--- src/rtl/key_fifo_mmio.sv ---
// Keyboard scancode FIFO mapped into the processor's data-memory space.
// Buffers PS/2 bytes, optionally drops break sequences, and passes other dmem traffic through.
module key_fifo_mmio #(
    parameter int          DEPTH        = 8,
    parameter logic [11:0] KEY_ADDR     = 12'd4000,
    parameter bit          FILTER_BREAK = 1'b1
) (
    input  logic        clock,
    input  logic        reset,
    input  logic        key_valid,
    input  logic [7:0]  key_code,
    input  logic [11:0] proc_address,
    input  logic        proc_wren,
    input  logic [31:0] proc_data,
    output logic [31:0] proc_q,
    output logic [11:0] mem_address,
    output logic        mem_wren,
    output logic [31:0] mem_data,
    input  logic [31:0] mem_q,
    output logic        irq_pending
);

    localparam int               PTR_W      = $clog2(DEPTH);
    localparam int               CNT_W      = PTR_W + 1;
    localparam logic [11:0]      FLUSH_ADDR = KEY_ADDR + 12'd1;
    localparam logic [CNT_W-1:0] FULL       = CNT_W'(DEPTH);

    typedef enum logic {IDLE, SKIP} filt_state_t;

    logic [7:0]       mem [DEPTH];
    logic [PTR_W-1:0] rd_ptr;
    logic [PTR_W-1:0] wr_ptr;
    logic [CNT_W-1:0] count;
    logic [CNT_W-1:0] count_nxt;
    logic             overflow;
    filt_state_t      state;
    filt_state_t      state_nxt;
    logic             pass_byte;

    logic        hit_key;
    logic        hit_flush;
    logic        flush_do;
    logic        pop_do;
    logic        push_req;
    logic        push_do;
    logic        ovf_set;
    logic [7:0]  head;
    logic [31:0] status;

    assign hit_key   = (proc_address == KEY_ADDR);
    assign hit_flush = (proc_address == FLUSH_ADDR);
    assign flush_do  = proc_wren & hit_flush;
    assign pop_do    = proc_wren & hit_key & (count != '0);
    assign push_req  = key_valid & pass_byte & ~flush_do;
    // A full FIFO still accepts a byte when a pop frees a slot in the same cycle.
    assign push_do   = push_req & ((count != FULL) | pop_do);
    assign ovf_set   = push_req & (count == FULL) & ~pop_do;

    assign mem_address = proc_address;
    assign mem_data    = proc_data;
    assign mem_wren    = proc_wren & ~(hit_key | hit_flush);

    assign head   = (count != '0) ? mem[rd_ptr] : 8'h00;
    assign status = {(count != '0), overflow, 14'b0, 8'(count), head};

    always_comb begin
        if (hit_key)
            proc_q = status;
        else if (hit_flush)
            proc_q = 32'h0;
        else
            proc_q = mem_q;
    end

    // Break filter: F0 and the byte after it never reach the queue.
    always_comb begin
        state_nxt = state;
        pass_byte = 1'b1;
        if (FILTER_BREAK && key_valid) begin
            case (state)
                IDLE: begin
                    if (key_code == 8'hF0) begin
                        pass_byte = 1'b0;
                        state_nxt = SKIP;
                    end
                end
                SKIP: begin
                    pass_byte = 1'b0;
                    state_nxt = IDLE;
                end
                default: state_nxt = IDLE;
            endcase
        end
        if (flush_do)
            state_nxt = IDLE;
    end

    always_comb begin
        count_nxt = count;
        if (flush_do)
            count_nxt = '0;
        else if (push_do && !pop_do)
            count_nxt = count + CNT_W'(1);
        else if (pop_do && !push_do)
            count_nxt = count - CNT_W'(1);
    end

    always_ff @(posedge clock) begin
        if (reset) begin
            rd_ptr      <= '0;
            wr_ptr      <= '0;
            count       <= '0;
            overflow    <= 1'b0;
            state       <= IDLE;
            irq_pending <= 1'b0;
        end else begin
            if (flush_do) begin
                rd_ptr   <= '0;
                wr_ptr   <= '0;
                overflow <= 1'b0;
            end else begin
                if (pop_do)
                    rd_ptr <= rd_ptr + PTR_W'(1);
                if (push_do)
                    wr_ptr <= wr_ptr + PTR_W'(1);
                if (ovf_set)
                    overflow <= 1'b1;
            end
            count       <= count_nxt;
            state       <= state_nxt;
            irq_pending <= (count_nxt != '0);
        end
    end

    // Storage carries no reset; entries are only visible once counted.
    always_ff @(posedge clock) begin
        if (push_do)
            mem[wr_ptr] <= key_code;
    end

endmodule

--- config.mk ---
export PLATFORM = sky130hd
export DESIGN_NAME = key_fifo_mmio
export DESIGN_NICKNAME = d
export VERILOG_FILES = /design/src/rtl/key_fifo_mmio.sv
export SDC_FILE = /design/constraint.sdc
export NUM_CORES = 1
export LEC_CHECK = 0
export BUFFER_PORTS_ARGS = -buffer_cell sky130_fd_sc_hd__buf_2
export CAP_MARGIN = 10
export CORE_MARGIN = 1
export CORE_UTILIZATION = 40
export DETAILED_ROUTE_END_ITERATION = 8
export PLACE_DENSITY = 0.71
export SLEW_MARGIN = 0
export SYNTH_ARGS = -nofsm -noshare
export SYNTH_HDL_FRONTEND = slang
export SYNTH_SLANG_ARGS = --single-unit
--- constraint.sdc ---
create_clock -name clock -period 2.6 [get_ports clock]
set_input_delay 0 -clock clock [delete_from_list [all_inputs] [get_ports clock]]
set_output_delay 0 -clock clock [all_outputs]
set_load 0.02 [all_outputs]
Word-level counts from Yosys, hierarchy flattened
Memories as Yosys holds them, arrays and structs flattened. A register that Yosys moved wholly into a read port is not among the register bits.
Index checks and enable logic that the tools add are counted.
{"block": "word_totals", "regBits": 13, "latch_bits": 0, "mem_bits_rw": 64, "romBits": 0, "input_bits": 88, "output_inout_bits": 78, "wordCells": 53, "n_memories": 1}
{"block": "classes", "n_addsub": 4, "multipliers": 0, "div": 0, "magnitude_cmp": 0, "eq_ne": 5, "shift": 0, "mux": 15, "n_bitwise": 15, "n_reduce_logical": 7}
{"name": "mem", "depth": 8, "word_bits": 8, "rd": 1, "rd_clocked_by_memory_dff": 1, "write_ports": 1, "line": "30", "text": "logic [7:0] mem [DEPTH];"}
{"op": "32-bit 2-to-1 mux", "count": 2}
{"op": "12-bit equality test, second input constant", "count": 2}
{"op": "4-bit 2-to-1 mux", "count": 3}
{"op": "1-bit bitwise AND", "count": 9}
{"op": "8-bit equality test, second input constant", "count": 1}
{"op": "8-bit 2-to-1 mux", "count": 1}
{"op": "4-bit nonzero test", "count": 2}
{"op": "3-bit by 1-bit adder with 3-bit output, second input constant", "count": 2}
{"op": "3-bit 2-to-1 mux", "count": 2}
{"op": "1-bit 2-to-1 mux", "count": 5}
{"op": "4-bit by 1-bit adder with 4-bit output, second input constant", "count": 1}
{"op": "4-bit equality test, second input constant", "count": 1}
{"op": "4-bit != test, second input constant", "count": 1}
{"op": "1-bit NOT", "count": 4}
{"op": "1-bit case mux with 2 select lines", "count": 2}
{"op": "4-bit by 1-bit subtractor with 4-bit output, second input constant", "count": 1}
{"op": "1-bit logical AND", "count": 2}
{"op": "1-bit zero test", "count": 2}
{"op": "1-bit bitwise OR", "count": 2}
{"op": "2-bit OR reduction", "count": 1}

Logic depth before layout (Yosys ltp)
Gate-level depths: netlist of run 1.
{"block": "depth", "word_depth": 13, "mapped_depth": 9, "ltp_nobuf": 8}

Worst setup path after synthesis of run 1
No wires, ideal clock.
{"block": "synth_path", "kind": "register to register", "startpoint": "reg count[0]", "endpoint": "mem mem[0][0], enable pin", "arrival_ns": 2.480, "required_ns": 2.205, "setup_slack_ns": -0.275, "path_stages_with_launch": 9, "n_path_buf": 1, "cell_sequence": "dfxtp_1 inv_1 ha_1 nor3b_2 nor4_4 nand2_2 a21o_1 buf_6 nor4_1"}
{"block": "synth_via", "elab_chain_cells": 6, "word_cells_on_any_way": 7, "cone_classes": "eq/ne (1); mux (2); bitwise (3); reduce/logical (1)"}
{"element": "from (decl)", "line": "33", "text": "logic [CNT_W-1:0] count;"}
{"element": "from (signal assigned)", "line": "129", "text": "count <= count_nxt;"}
{"element": "4-bit nonzero test", "line": "53", "text": "assign pop_do = proc_wren & hit_key & (count != '0);"}
{"element": "1-bit bitwise AND", "line": "53"}
{"element": "1-bit bitwise OR *", "line": "56", "text": "assign push_do = push_req & ((count != FULL) | pop_do);"}
{"element": "1-bit bitwise AND *", "line": "56"}
{"element": "1-bit 2-to-1 mux *", "line": "137", "text": "if (push_do)"}
{"element": "1-bit 2-to-1 mux (not written as such) *", "line": "138", "text": "mem[wr_ptr] <= key_code;"}
{"element": "to (decl)", "line": "30"}
Mark *: on every way between the ends. The rest lies on a longest branch, timed or not.

Worst setup path after layout of run 1
{"block": "layout_path", "startpoint": "reg count[0]", "endpoint": "mem mem[3][5], enable pin"}
The elaborated chain is that of the path after synthesis.

==> results of run 1 <==
logic make-up after synthesis:
kind of cell | share of synthesized area, %
buffers and inverters | 10.35
DFF | 57.07
and+or+nand+nor | 13.69
muxes | 11.47
AOI/OAI and AO/OA | 5.032
adders and majority gates | 1.274
xor gates and xnor gates | 1.115
stage by stage:
| step | worst slack [ps] | cell area (um^2) |
|---|---|---|
| finish | 105.0 | 4606 |
| global route | -26.88 | 4606 |
| CTS | 25.78 | 4531 |
| detailed placement | 71.90 | 4285 |
| global placement | 173.1 | 4285 |
| floorplan | -74.99 | 3935 |
power groups by stage:
stage / sequential, mW / combinational [mW] / clock, mW
2_1_floorplan: 1.46 / 0.257 / 0
3_3_place_gp: 1.47 / 0.298 / 0
3_5_place_dp: 1.47 / 0.303 / 0
4_1_cts: 1.44 / 0.311 / 0.865
5_1_grt: 1.44 / 0.342 / 0.924
6_report: 1.44 / 0.314 / 0.858
synth_stat cells (all sizes together), types with 3 or more instances:
library cell  number  area, um^2
edfxtp            64        1922
mux4              16       360.4
nand3              3       15.01
nand3b             4       30.03
mux2i              9       90.09
nor2              16       60.06
clkbuf            11       42.54
nor3               6       30.03
buf               47       349.1
ha                 4       50.05
dfxtp             16       320.3
a21oi              6       30.03
nand2b             3       18.77
or2                3       18.77
xor2               3       26.28
o21ai             10       50.04
nor4               3       40.04
nand2             26       100.1
and2              19       118.9
inv                4       15.01
or3                4       25.02
flip-flops by register name, summed over array words and instances, names as in the netlist, named ones only:
name and flops:
irq_pending 1, rd_ptr 3, wr_ptr 3, state 1, count 4, mem 64
overflow 1
routing by layer:
layer  vias to the layer above  routed length, um  track usage [%]
met5                         -                  0                0
met4                         0                326            10.26
met3                        37                505            3.329
met2                        89               4242            27.00
met1                      1263               3735            24.25
li1                       1226                  -                -
worst max-delay path: cells and delay by family (launching register included):
kind	cells	cell delay, ps
AO/OA/AOI/OAI	1	280
AND/OR/NAND/NOR	4	990
flip-flops	1	370
adder cells (fa/ha/maj)	1	250
buffers and inverters	2	310
final cells by class:
type / instances / area share [%]
Clock buffer: 9 / 2.689
Multi-Input combinational cell: 161 / 28.20
Tap cell: 129 / 3.504
Sequential cell: 80 / 48.74
Timing Repair Buffer: 124 / 15.21
Clock inverter: 7 / 1.331
Inverter: 4 / 0.3260
final timing paths:
path | slack [ps] | end | from
worst max-delay path | 110 | mem[3][5] | count[0]
worst max register to register | 110 | mem[3][5] | count[0]
worst min-delay path | 0.009 | mem_data[18] | proc_data[18]
worst min register to register | 480 | flop | rd_ptr[1]
timing repair:
item | CTS | global route
setup buffers | 0 | 4
gates resized for setup | 0 | 5
hold buffers | 6 | 3
endpoints found under the setup margin | 0 | 53
endpoints found under the hold margin | 39 | 14
==> results.cfg, run 1 <==
[route]
ant_nets = 0
wl_per_cell_um = 17.14
dr.pass1.iters = 4
via_per_inst = 5.088
drt_iter0_markers = 164
dr_total_vias = 2615
drc = 0
wirelength_um = 8810

[grt]
grt_pass1_wl_um = 13260
grt_max_degree = 36
antenna_found_initial = 0
grt-ovfl-total = 0
grt_use_total_pct = 17.86
grt_pass1_vias = 2429

[timing]
grt_setup_unrepaired = true
max_clock_freq_mhz = 400.8
hold_viol_final = 0
tightest_slew_ps = 728.0
fin_crit_sh_pct = 95.96
setup_tns_ps = 0
period_minus_slack_ps = 2495
hold_slack_ps = 0.008852
relSlewSlack_pct = 51.40
finClkSkew_ps = 7.692
setup_viol = 0
drv_slew = 0

[clocking]
cts_buffer_depth = 2
clk_latency_ps = 350
numCtsBuffers = 9
htreeDepth = 3
cts_root_buf = clkbuf_8
clk_pin_slew_ps = 80
clock-sinks = 80
cts_tree = done

[hold_path]
holdPathStages = 0
hp-class = in -> out

[final_layout]
fin_nets = 472
regArea_um2 = 2245
fillerInstances = 858
mostFrequentLayoutCell = buf_2
layout.cells.non_filler = 514
diodes = 0
multi_input_area_um2 = 1299
final_cell_mix = buf_2 (101), edfxtp_1 (64), nand2_1 (25), and2_1 (19)
area_growth_syn_to_layout_pct = 17.23
final_core_util_pct = 49.15
drive_gt1_share_pct = 41.56

[synthesis]
synth_ff_type = edfxtp_1
syn-mean-instance-area_um2 = 12.97
syn_nets = 395
synth_cell_types = 50
synth_edf_count = 64
synth_seq_cells = 80
yosysWarningCount = 0
netlist_instances = 303
syn_area_um2 = 3929
async_flop_share_pct = 0
synth.yosys.seq_area_share_pct = 57.07

[outcome]
outcome = finished, final reports clean

[worst_setup_path]
cp.arrival_ps = 2560
worst_path_max_delay_cell = nor4_4
cpPeakStageDelay_ps = 450
path_max_fanout = 8
crit_required_ps = 2660
criticalPathCategory = reg -> reg
r2r_cells = 8
critPathCaptureType = flop
path_cells = inv_1, ha_1, nor3b_2, nor4_4, nand2_2, a21o_4, nor3_1, buf_4
startpoint_type = flop

[power_and_ir_drop]
power_density_nw_per_um2 = 566.7
peakVddDrop_v = 0.0002794
switchingPower_mw = 0.6923
power_frac_seq_pct = 55.1
p_int_mw = 1.918
swShare_pct = 26.52
clockPowerShare_pct = 32.9
p_leak_nw = 1.747
power_mw = 2.610
power_frac_comb_pct = 12.0

[floorplan]
num_rows = 35
initial_core_util_pct = 41.92
io_pins = 166
dieArea_um2 = 10220
die_x_um = 101.1
core_um2 = 9371
die_h_um = 101.1

[flow_run]
drv_cap = 0

[place]
routabilityCongestion = 0.8817
port_buffers = 101
dp_hpwl_um = 6305
dp.cells = 485
Note: power is estimated with default switching activity, not from simulation.
==> run 2: changes to the inputs <==
--- a/config.mk
+++ b/config.mk
@@ -7,10 +7,12 @@
 export LEC_CHECK = 0
 export BUFFER_PORTS_ARGS = -buffer_cell sky130_fd_sc_hd__buf_2
 export CAP_MARGIN = 10
+export CELL_PAD_IN_SITES_DETAIL_PLACEMENT = 2
+export CELL_PAD_IN_SITES_GLOBAL_PLACEMENT = 2
 export CORE_MARGIN = 1
-export CORE_UTILIZATION = 40
+export CORE_UTILIZATION = 27
 export DETAILED_ROUTE_END_ITERATION = 8
-export PLACE_DENSITY = 0.71
+export PLACE_DENSITY = 0.76
 export SLEW_MARGIN = 0
 export SYNTH_ARGS = -nofsm -noshare
 export SYNTH_HDL_FRONTEND = slang
==> results.cfg, run 2 (synthesized netlist as in run 1, its figures left out) <==
[route]
ant_nets = 0
dr.pass1.iters = 4
wirelength_um = 11070
dr_total_vias = 2675
drc = 0
drt_iter0_markers = 140
wl_per_cell_um = 19.91
via_per_inst = 4.811

[clocking]
clk_latency_ps = 340
cts_tree = done
htreeDepth = 3
postCtsSetupBuffers = 0
clock-sinks = 80
numCtsBuffers = 9
clk_pin_slew_ps = 60
cts_root_buf = clkbuf_16
cts_buffer_depth = 2

[final_layout]
layout.cells.non_filler = 556
fin_nets = 463
largestRegisters = mem: 64 flops, count: 4 flops
final_core_util_pct = 33.74
diodes = 0
final_cell_mix = buf_2 (101), edfxtp_1 (64), nand2_1 (25), and2_1 (19)
drive_gt1_share_pct = 41.49
largest_reg_flops = 64
top_register = mem
fillerInstances = 1473
area_growth_syn_to_layout_pct = 20.60
fin_area_um2 = 4738
mostFrequentLayoutCell = buf_2

[outcome]
outcome = finished, final reports clean

[floorplan]
dieArea_um2 = 15040
die_x_um = 122.6
initial_core_util_pct = 27.98
core_um2 = 14040
die_h_um = 122.6
io_pins = 166
num_rows = 43

[grt]
grt_use_total_pct = 15.29
grt_pass1_wl_um = 16530
grt_max_degree = 36
antenna_found_initial = 0
grt-ovfl-total = 0
grt_pass1_vias = 2883

[place]
routabilityCongestion = 0.7562
dp.cells = 538
dp_hpwl_um = 8162
place_area_um2 = 4364
place_ws_ps = 111.9
port_buffers = 101

[timing]
setup_viol = 0
finClkSkew_ps = 7.883
setup_slack_ps = 162.5
grt_setup_unrepaired = false
setup_tns_ps = 0
max_clock_freq_mhz = 410.3
fin_crit_sh_pct = 93.75
drv_slew = 0
hold_viol_final = 0
hold_slack_ps = 0.005614
relSlewSlack_pct = 47.92
period_minus_slack_ps = 2438
tightest_slew_ps = 780.1

[worst_setup_path]
cpPeakStageDelay_ps = 410
critPathCaptureType = flop
path_cells = inv_1, ha_1, nor3b_2, nor4_4, nand2_2, a21oi_1, nand2_1, nor3_2, buf_4
cp.arrival_ps = 2480
crit_buf_inv = 2
worst_path_max_delay_cell = dfxtp_1
criticalPathCategory = reg -> reg
crit_required_ps = 2640
cpLargestDelayFamily = simple AND/OR/NAND/NOR gates
startpoint_type = flop
path_max_fanout = 8

[power_and_ir_drop]
p_leak_nw = 1.787
peakVddDrop_v = 0.0003905
power_mw = 3.147
power_density_nw_per_um2 = 664.2

[hold_path]
hp-class = in -> out

[flow_run]
drv_cap = 0
run 2: cell count changes in the layout (fill, tap and decap cells not counted), sizes merged:
| cell | delta |
|---|---|
| buf | -2 |
| bufinv | +2 |
| clkinv | +2 |
| clkinvlp | -2 |
| dlygate4sd3 | -7 |
| inv | -2 |
run 2: timing repair:
action                                  in CTS  in global routing
endpoints found under the setup margin       0                 27
resized for setup                            0                  6
hold buffers                                 2                  0
hold endpoints to repair                     8                  0
run 2: report_power, final:
group	leakage, nW	internal, mW	switching [mW]
sequential	0.711	1.42	0.0251
combinational	0.915	0.131	0.191
clock	0.160	0.853	0.529
total	1.79	2.40	0.745
run 2: routing by layer:
layer  wire length, um  part of all wire [%]  GRT usage, %
met3               431                   3.9         2.277
met4               284                   2.6         7.470
met5                 0                     0             0
met2              5758                    52         26.93
met1              4599                    42         18.12
run 2: path summary, 6_finish.rpt:
| kind | start | end | slack, ps | depth (start not counted) |
|---|---|---|---|---|
| setup / recovery | count[0] | mem[4][0] | 160 | 9 |
| hold / removal | proc_data[3] | mem_data[3] | 0.006 | 0 |
| setup reg to reg | count[0] | mem[4][0] | 160 | 9 |
| hold reg to reg | state | state | 490 | 2 |
run 2: layout make-up:
cell class | count | area (um^2) | share of cell area (%)
sequential | 80 | 2242 | 47.32
inverter | 4 | 15.01 | 0.3169
tap | 180 | 225.2 | 4.753
timing repair buffer | 115 | 619.3 | 13.07
multi-input combinational | 161 | 1310 | 27.65
clock buffer | 9 | 225.2 | 4.753
clock inverter | 7 | 101.3 | 2.139
run 2: worst register-to-register path: stages (launching register included):
cell and delay (ps):
dfxtp_1 410, inv_1 130, ha_1 260, nor3b_2 190, nor4_4 270, nand2_2 170, a21oi_1 180, nand2_1 150
nor3_2 180, buf_4 210
